File: config.mk
export PLATFORM = sky130hd
export DESIGN_NAME = run_ctrl
export DESIGN_NICKNAME = d
export VERILOG_FILES = /design/src/rtl/run_ctrl_pkg.sv /design/src/rtl/run_ctrl_sat_counter.sv /design/src/rtl/run_ctrl.sv
export SDC_FILE = /design/constraint.sdc
export NUM_CORES = 1
export LEC_CHECK = 0
export CORE_UTILIZATION = 47
export CTS_CLUSTER_DIAMETER = 80
export DETAILED_ROUTE_END_ITERATION = 7
export GPL_ROUTABILITY_DRIVEN = 0
export GPL_TIMING_DRIVEN = 1
export HOLD_SLACK_MARGIN = 0.06
export PLACE_DENSITY = 0.81
export SLEW_MARGIN = 15
export SYNTH_ARGS = -nofsm -noshare
export SYNTH_HDL_FRONTEND = slang
export SYNTH_SLANG_ARGS = --single-unit
File: constraint.sdc
create_clock -name clk_i -period 3.2 [get_ports clk_i]
set_input_delay 0.64 -clock clk_i [delete_from_list [all_inputs] [get_ports clk_i]]
set_output_delay 0.64 -clock clk_i [all_outputs]
set_load 0.02 [all_outputs]
File: src/rtl/run_ctrl_pkg.sv
`default_nettype none
// ============================================================================
// Module   : run_ctrl_pkg
// Purpose  : Shared definitions for the run/lifecycle controller: the FSM
//            state encoding and the default halt instruction encoding.
// Ports    : none (package)
// Revision : 1.0 - initial release
// ============================================================================
package run_ctrl_pkg;

    // Lifecycle states of the controller.
    typedef enum logic [1:0] {
        ST_IDLE  = 2'd0,
        ST_RESET = 2'd1,
        ST_RUN   = 2'd2,
        ST_DONE  = 2'd3
    } state_e;

    // RV32 ECALL: the instruction a test program executes to end the run.
    localparam logic [31:0] C_HALT_ECALL = 32'h0000_0073;

endpackage : run_ctrl_pkg
`default_nettype wire

File: src/rtl/run_ctrl_sat_counter.sv
`default_nettype none
// ============================================================================
// Module   : sat_counter
// Purpose  : Up-counter with synchronous clear that sticks at all-ones
//            instead of wrapping. Clear has priority over increment.
// Ports    : clk_i   - clock, rising edge
//            rst_ni  - asynchronous active-low reset (count -> 0)
//            clr_i   - synchronous clear
//            inc_i   - increment request
//            cnt_o   - current count (registered)
// Revision : 1.0 - initial release
// ============================================================================
module sat_counter
    import run_ctrl_pkg::*;
#(
    parameter int W = 8
) (
    input  logic         clk_i,
    input  logic         rst_ni,
    input  logic         clr_i,
    input  logic         inc_i,
    output logic [W-1:0] cnt_o
);

    logic [W-1:0] cnt_q;
    logic [W-1:0] cnt_d;

    always_comb begin
        cnt_d = cnt_q;
        if (clr_i) begin
            cnt_d = '0;
        end else if (inc_i && (cnt_q != '1)) begin
            cnt_d = cnt_q + W'(1);
        end
    end

    always_ff @(posedge clk_i or negedge rst_ni) begin
        if (!rst_ni) begin
            cnt_q <= '0;
        end else begin
            cnt_q <= cnt_d;
        end
    end

    assign cnt_o = cnt_q;

endmodule : sat_counter
`default_nettype wire

File: src/rtl/run_ctrl.sv
`default_nettype none
// ============================================================================
// Module   : run_ctrl
// Purpose  : Run/lifecycle controller for an RV32 core. Holds the core in
//            reset for RST_CYCLES cycles after a start pulse, lets it run,
//            counts cycles and retirements, and ends the run on a halt
//            instruction or when the cycle budget expires, reporting a
//            pass/fail verdict.
// Ports    : clk_i, rst_ni          - clock / async active-low reset
//            start_i                - run start pulse (IDLE or DONE only)
//            inst_i, inst_valid_i   - retired instruction and its strobe
//            result_i               - core a0, captured at halt
//            core_rst_o             - active-high reset to the core
//            running_o, done_o      - lifecycle status
//            pass_o, timeout_o      - verdict, valid while done_o
//            cycle_cnt_o, inst_cnt_o- RUN cycle / retirement counters
//            exit_code_o            - result_i captured at halt
//            last_inst_o            - (RUN_CTRL_TRACE_EN only) last retired
//                                     instruction
// Options  : RUN_CTRL_TRACE_EN adds last_inst_o and simulation trace output.
// Revision : 1.0 - initial release
// ============================================================================
module run_ctrl
    import run_ctrl_pkg::*;
#(
    parameter int              XLEN       = 32,
    parameter int              CNT_W      = 32,
    parameter int              RST_CYCLES = 2,
    parameter int              TIMEOUT    = 12,
    parameter logic [XLEN-1:0] HALT_INST  = XLEN'(C_HALT_ECALL)
) (
    input  logic             clk_i,
    input  logic             rst_ni,
    input  logic             start_i,
    input  logic [XLEN-1:0]  inst_i,
    input  logic             inst_valid_i,
    input  logic [XLEN-1:0]  result_i,
    output logic             core_rst_o,
    output logic             running_o,
    output logic             done_o,
    output logic             pass_o,
    output logic             timeout_o,
    output logic [CNT_W-1:0] cycle_cnt_o,
    output logic [CNT_W-1:0] inst_cnt_o,
    output logic [XLEN-1:0]  exit_code_o
`ifdef RUN_CTRL_TRACE_EN
    ,
    output logic [XLEN-1:0]  last_inst_o
`endif
);

    // rst_cnt only needs to reach RST_CYCLES-1.
    localparam int              C_RST_W    = (RST_CYCLES > 1) ? $clog2(RST_CYCLES) : 1;
    localparam logic [C_RST_W-1:0] C_RST_LAST = C_RST_W'(RST_CYCLES - 1);
    // Compared at 64 bits so a narrow counter never aliases the budget.
    localparam logic [63:0]     C_TO_LAST  = 64'(TIMEOUT - 1);

    state_e            state_q, state_d;
    logic              core_rst_q, running_q, done_q;
    logic              pass_q, pass_d;
    logic              timeout_q, timeout_d;
    logic [XLEN-1:0]   exit_q, exit_d;

    logic              start_ok;
    logic              rst_inc, cyc_inc, inst_inc;
    logic              halt, to_hit;
    logic [C_RST_W-1:0] rst_cnt;
    logic [CNT_W-1:0]  cycle_cnt, inst_cnt;

    assign halt   = inst_valid_i && (inst_i == HALT_INST);
    assign to_hit = (64'(cycle_cnt) == C_TO_LAST);

    // Next-state and verdict logic.
    always_comb begin
        state_d   = state_q;
        pass_d    = pass_q;
        timeout_d = timeout_q;
        exit_d    = exit_q;
        start_ok  = 1'b0;
        rst_inc   = 1'b0;
        cyc_inc   = 1'b0;
        inst_inc  = 1'b0;
        case (state_q)
            ST_IDLE, ST_DONE: begin
                if (start_i) begin
                    state_d   = ST_RESET;
                    start_ok  = 1'b1;
                    pass_d    = 1'b0;
                    timeout_d = 1'b0;
                    exit_d    = '0;
                end
            end
            ST_RESET: begin
                rst_inc = 1'b1;
                if (rst_cnt == C_RST_LAST) begin
                    state_d = ST_RUN;
                end
            end
            ST_RUN: begin
                inst_inc = inst_valid_i;
                if (halt) begin
                    // Halt takes priority over a coincident timeout.
                    state_d   = ST_DONE;
                    exit_d    = result_i;
                    pass_d    = (result_i == '0);
                    timeout_d = 1'b0;
                end else if (to_hit) begin
                    state_d   = ST_DONE;
                    timeout_d = 1'b1;
                    pass_d    = 1'b0;
                end else begin
                    // The final RUN cycle is not counted, so a timed-out
                    // run reports TIMEOUT-1.
                    cyc_inc = 1'b1;
                end
            end
            default: state_d = ST_IDLE;
        endcase
    end

    always_ff @(posedge clk_i or negedge rst_ni) begin
        if (!rst_ni) begin
            state_q    <= ST_IDLE;
            core_rst_q <= 1'b1;
            running_q  <= 1'b0;
            done_q     <= 1'b0;
            pass_q     <= 1'b0;
            timeout_q  <= 1'b0;
            exit_q     <= '0;
        end else begin
            state_q    <= state_d;
            core_rst_q <= (state_d != ST_RUN);
            running_q  <= (state_d == ST_RUN);
            done_q     <= (state_d == ST_DONE);
            pass_q     <= pass_d;
            timeout_q  <= timeout_d;
            exit_q     <= exit_d;
        end
    end

    sat_counter #(.W(C_RST_W)) u_rst_cnt (
        .clk_i  (clk_i),
        .rst_ni (rst_ni),
        .clr_i  (start_ok),
        .inc_i  (rst_inc),
        .cnt_o  (rst_cnt)
    );

    sat_counter #(.W(CNT_W)) u_cycle_cnt (
        .clk_i  (clk_i),
        .rst_ni (rst_ni),
        .clr_i  (start_ok),
        .inc_i  (cyc_inc),
        .cnt_o  (cycle_cnt)
    );

    sat_counter #(.W(CNT_W)) u_inst_cnt (
        .clk_i  (clk_i),
        .rst_ni (rst_ni),
        .clr_i  (start_ok),
        .inc_i  (inst_inc),
        .cnt_o  (inst_cnt)
    );

    assign core_rst_o  = core_rst_q;
    assign running_o   = running_q;
    assign done_o      = done_q;
    assign pass_o      = pass_q;
    assign timeout_o   = timeout_q;
    assign cycle_cnt_o = cycle_cnt;
    assign inst_cnt_o  = inst_cnt;
    assign exit_code_o = exit_q;

`ifdef RUN_CTRL_TRACE_EN
    logic [XLEN-1:0] last_inst_q;

    always_ff @(posedge clk_i or negedge rst_ni) begin
        if (!rst_ni) begin
            last_inst_q <= '0;
        end else if ((state_q == ST_RUN) && inst_valid_i) begin
            last_inst_q <= inst_i;
        end
    end

    assign last_inst_o = last_inst_q;

    // Simulation-only trace of retirements and the final verdict.
    always_ff @(posedge clk_i) begin
        if (rst_ni) begin
            if ((state_q == ST_RUN) && inst_valid_i) begin
                $display("run_ctrl: cycle %0d retire %h", cycle_cnt, inst_i);
            end
            if ((state_q == ST_RUN) && (state_d == ST_DONE)) begin
                $display("run_ctrl: done pass=%0b timeout=%0b exit=%h",
                         pass_d, timeout_d, exit_d);
            end
        end
    end
`else
    // Trace disabled: no last_inst_o port and no display output.
`endif

endmodule : run_ctrl
`default_nettype wire

* After elaboration in Yosys (flattened, before gate mapping) *
Index checks and enable logic that the tools add are counted.

storage, ports and cells
  bits in registers = 104

cells by class
  equality and inequality tests = 13
  add/subtract/negate cells = 3
  reduce and logical (&&, ||, !) cells = 13
  bitwise operators = 1
  multiplexer cells = 28

operators with widths
  operator                 count
  $mux W32                 6
  $add A32 B1 Y32 const B  2
  $ne A32 B32 Y1 const B   2
  $pmux W32 S2             1
  $eq A32 B4 Y1 const B    1
  $eq A32 B7 Y1 const B    1
  $logic_not A32 Y1        1
  $mux W1                  14
  $eq A2 B2 Y1 const B     4
  $mux W2                  4
  $reduce_bool A2 Y1       4
  $ne A2 B2 Y1 const B     3
  $pmux W2 S3              1
  $reduce_and A3 Y1        2
  $logic_and A1 B1 Y1      4
  $pmux W1 S2              2
  $ne A3 B3 Y1 const B     1
  $eq A2 B1 Y1 const B     1
  $logic_not A2 Y1         1
  $reduce_or A2 Y1         1
  $add A1 B1 Y1 const B    1
  $not A1 Y1               1

* Logic depth before layout (Yosys ltp) *
  depth after elaboration = 7
  gate-level depth with buffers = 9
  gate-level depth less buffers = 8

* By module *
Synthesis repeated with hierarchy kept, for this count alone.

unflattened totals
  cells, all modules = 609
  area, all modules = 5,825.6 um^2

by module, submodules not included
  module                         times used  cells an instance  area an instance (um^2)
  sat_counter (u_cycle_cnt ...)  2           198                1,854.3
  run_ctrl                       1           211                2,082.0
  sat_counter (u_rst_cnt)        1           2                  35.0

* Worst setup path after synthesis *
Ideal clock, no wire load.

  kind = input port to flip-flop
  start point = input inst_i[3]
  end point = register exit_q[20], in the netlist exit_code_o[20]
  setup slack = 0.728 ns
  arrival time = 2.338 ns
  buffers on the path = 3
  stages = 9
  cell sequence = nor4bb_1 nand4_1 or4_1 clkbuf_1 a21o_1 clkbuf_1 clkbuf_1 nand2_1 o21ai_0

between the ends
  longest elaborated chain between the ends = 4

ends and longest elaborated chain
  what                         RTL line         source
  start: declaration           run_ctrl.sv:35   input logic [XLEN-1:0] inst_i,
  $eq A32 B7 Y1                run_ctrl.sv:70   assign halt = inst_valid_i && (inst_i == HALT_INST);
  $logic_and A1 B1 Y1          run_ctrl.sv:70
  $ne A2 B2 Y1 (no line)       --
  $reduce_and A3 Y1 (no line)  --
  end signal: assignment       run_ctrl.sv:137  exit_q <= exit_d;
  end: declaration             run_ctrl.sv:62   logic [XLEN-1:0] exit_q, exit_d;

No other way between the ends.
A chain may end at the register's enable or synchronous reset.

* Worst setup path in the final report *
  start point = input inst_i[4]
  end point = register u_cycle_cnt.cnt_q[0], in the netlist u_cycle_cnt.cnt_o[0]

between the ends
  longest elaborated chain between the ends = 6

ends and longest elaborated chain
  what                          RTL line                    source
  $eq A32 B7 Y1                 run_ctrl.sv:70
  $logic_and A1 B1 Y1           run_ctrl.sv:70
  $mux W1                       run_ctrl.sv:101             if (halt) begin
  $mux W1                       run_ctrl.sv:83              case (state_q)
  $logic_and A1 B1 Y1           run_ctrl_sat_counter.sv:32  end else if (inc_i && (cnt_q != '1)) begin
  $reduce_bool A2 Y1 (no line)  --
  end signal: assignment        run_ctrl_sat_counter.sv:41  cnt_q <= cnt_d;
  end: declaration              run_ctrl_sat_counter.sv:25  logic [W-1:0] cnt_q;

No other way between the ends.

==> run summary <==
Power per Cell Area = 627 nW/um2
Outcome = finished, final reports clean
Placed inst area = 7180 um2
R2r setup slk = 690 ps
First-pass GRT wire length = 23.1 mm
Adder-Cell Fraction of Synth Area = 1.40%
Unrepaired setup endpoints after global routing = false
Starting Density = 48.9%
Post-route design area = 7490 um2
Worst-skew pair later-pin latency = 330 ps
Async set or reset register ratio after synthesis = 100%
Die area = 11800 um2
DRC = 0
Syn nets = 688
Setup ws final = 353 ps
Leading area contributor after synthesis = dfrtp_1
Reg area = 2600 um2
Maximum clock path buffer count = 2
Sum Neg Setup Slack = 0 ps
Slew headroom = 59.2%
Detailed Route WL = 14.2 mm
Worst vdd ir = 0.654 mV
Max Freq = 351 MHz
Cell Rows = 38
Clk root buf = clkbuf_16
XOR/XNOR Fraction of Synth Area = 4.26%
Clock skew = 6.79 ps
Antenna-violating nets left = 0
Post-synthesis sequential element count = 104
Synth top area share = 48.2%
Largest family of logic cells by synthesized area = simple AND/OR/NAND/NOR gates
Cell Area, Synth = 5340 um2
Clock Sinks = 104
Initial antenna violation count = 0
Worst-path clk slew = 70 ps
DRT Pass-1 Iters = 4
Synth unique cells = 45
Layout cells sized above 1 = 4.26%
# hold bufs at CTS = 0
Wire length per cell = 15.6 um
Crit path required time = 3390 ps
Total grt overflow = 0
Vias in the first global route = 4759
Initial drt markers = 337
Area grow syn2layout = 40.2%
Post-CTS Resized = 0
Final hold viol count = 0
CP Capture Type = flop
Core area = 10900 um2
Multiplexer share of the synthesized area = 0.375%
Ys flop type = dfrtp_1
HPWL Detailed = 10.5 mm
Seq/Total Area, Yosys = 48.7%
Peak fanout along the critical path = 15
Number of flops mapped to enable cells by yosys = 0
Min Tclk post-route = 2850 ps
Fillers = 882
Via density = 5.62
Total GRT Usage = 24.8%
Synth top area cells = dfrtp_1 (48%), nand2_1 (7.4%), o21ai_0 (4.8%)
Yosys warning count = 0
Io pins = 169
Max-cap check violation count = 0
Number of diodes = 0
Post-Synthesis Mean Instance Area = 8.70 um2
Crit Path Class = in -> reg
Final setup viols = 0
Worst path arrival time = 3040 ps
Slew @ Worst Pin = 611 ps
Tcrit/Tclk final = 89.0%
Pin count of the biggest net entering global routing = 84
CP Launch Type = input pin
Simple-gate share of the synthesized area = 28.8%
# port buffers = 168
Util after Layout = 68.5%
Via Count = 5142
Setup bufs post-CTS = 0
Die Wd = 109 um
DP Worst Slack = 34.9 ps
Worst hold-check path type = in -> async
CTS tree = done
DIE HEIGHT = 109 um
Footprint of the multi-input gates = 2550 um2
Gate count after technology mapping = 614
Pleak = 2.94 nW
Total power = 4.70 mW
Inserted Clock Buffers = 9
H-tree depth = 3
Compound-Gate Fraction of Synth Area = 12.7%
Final Max Slew Viols = 0
Final nets = 844
sequential cells by signal, indices dropped and copies added, names as in the netlist:
name               count
core_rst_o             1
done_o                 1
exit_code_o           32
pass_o                 1
running_o              1
state_q                2
timeout_o              1
u_cycle_cnt.cnt_o     32
u_inst_cnt.cnt_o      32
u_rst_cnt.cnt_o        1
final timing paths:
kind,start,to,cells after the start
max in group asynchronous,rst_ni,exit_code_o[24],3
min in group clk_i,exit_code_o[24],exit_code_o[24],2
worst max-delay path,inst_i[4],u_cycle_cnt.cnt_o[0],7
worst max register to register,u_cycle_cnt.cnt_o[5],u_cycle_cnt.cnt_o[0],6
worst min-delay path,rst_ni,u_cycle_cnt.cnt_o[13],1
worst min register to register,exit_code_o[24],exit_code_o[24],2
cells by family after synthesis:
| family | count (synthesis) |
|---|---|
| flip-flops | 104 |
| multiplexers | 2 |
| buffers and inverters | 50 |
| AND/OR/NAND/NOR | 307 |
| adder cells (fa/ha/maj) | 6 |
| AO/OA/AOI/OAI | 119 |
| XOR/XNOR | 26 |
worst max-delay path, stage by stage:
cell,delay (ps)
clkdlybuf4s50_1,450
nor4bb_1,390
nand4_1,150
or4_1,710
and3_1,410
xnor2_1,230
nor2_1,60
layout by cell type (no fill, tap or decap), types with 7 or more instances in the layout:
master	instances
clkdlybuf4s50_1	167
nand2_1	105
dfrtp_1	103
o21ai_0	51
nor2_1	47
a21oi_1	36
nand3_1	29
nand4_1	27
nor4_1	21
nor3_1	18
inv_1	17
or3_1	17
xnor2_1	16
or4_1	12
xor2_1	10
and3_1	9
clkbuf_16	9
o31ai_1	7
buf_4	7
cells in the mapped netlist (6+ instances only):
library cell  instances
or3_1                17
dfrtp_1             103
nor3_1               18
nand2_1             105
nor4_1               21
xor2_1               10
or4_1                12
clkbuf_1             25
inv_1                17
and3_1                9
ha_1                  6
o21ai_0              51
nand4_1              27
xnor2_1              16
nor2_1               48
a21oi_1              36
nand3_1              29
o31ai_1               7
per-layer routing:
layer	up-vias	GRT usage (%)	share of wire, %
met4	0	9.46	1.9
li1	2501	-	-
met2	172	38.5	48
met5	-	0	0
met1	2446	33.4	43
met3	23	6.46	7.6
final cells by class:
type / count / share of cell area, %
clock inverter: 4 / 0.384
tap: 140 / 2.34
multi-input combinational: 460 / 34.0
sequential: 104 / 34.8
inverter: 17 / 0.852
clock buffer: 12 / 3.42
timing repair buffer: 178 / 24.2
per-stage QoR:
| stage | instances | hold WS, ps |
|---|---|---|
| after floorplan | 614 | 344 |
| after global placement | 898 | 460 |
| after detailed placement | 898 | 470 |
| after CTS | 914 | 485 |
| after global routing | 915 | 272 |
| final | 915 | 242 |
report_power, final:
group	total [mW]	internal (mW)	switching, mW	leakage [nW]
combinational	1.94	0.762	1.18	1.38
sequential	1.73	1.57	0.161	1.43
clock	1.03	0.571	0.464	0.135
total	4.70	2.90	1.80	2.94
(Power assumes the default switching activity.)
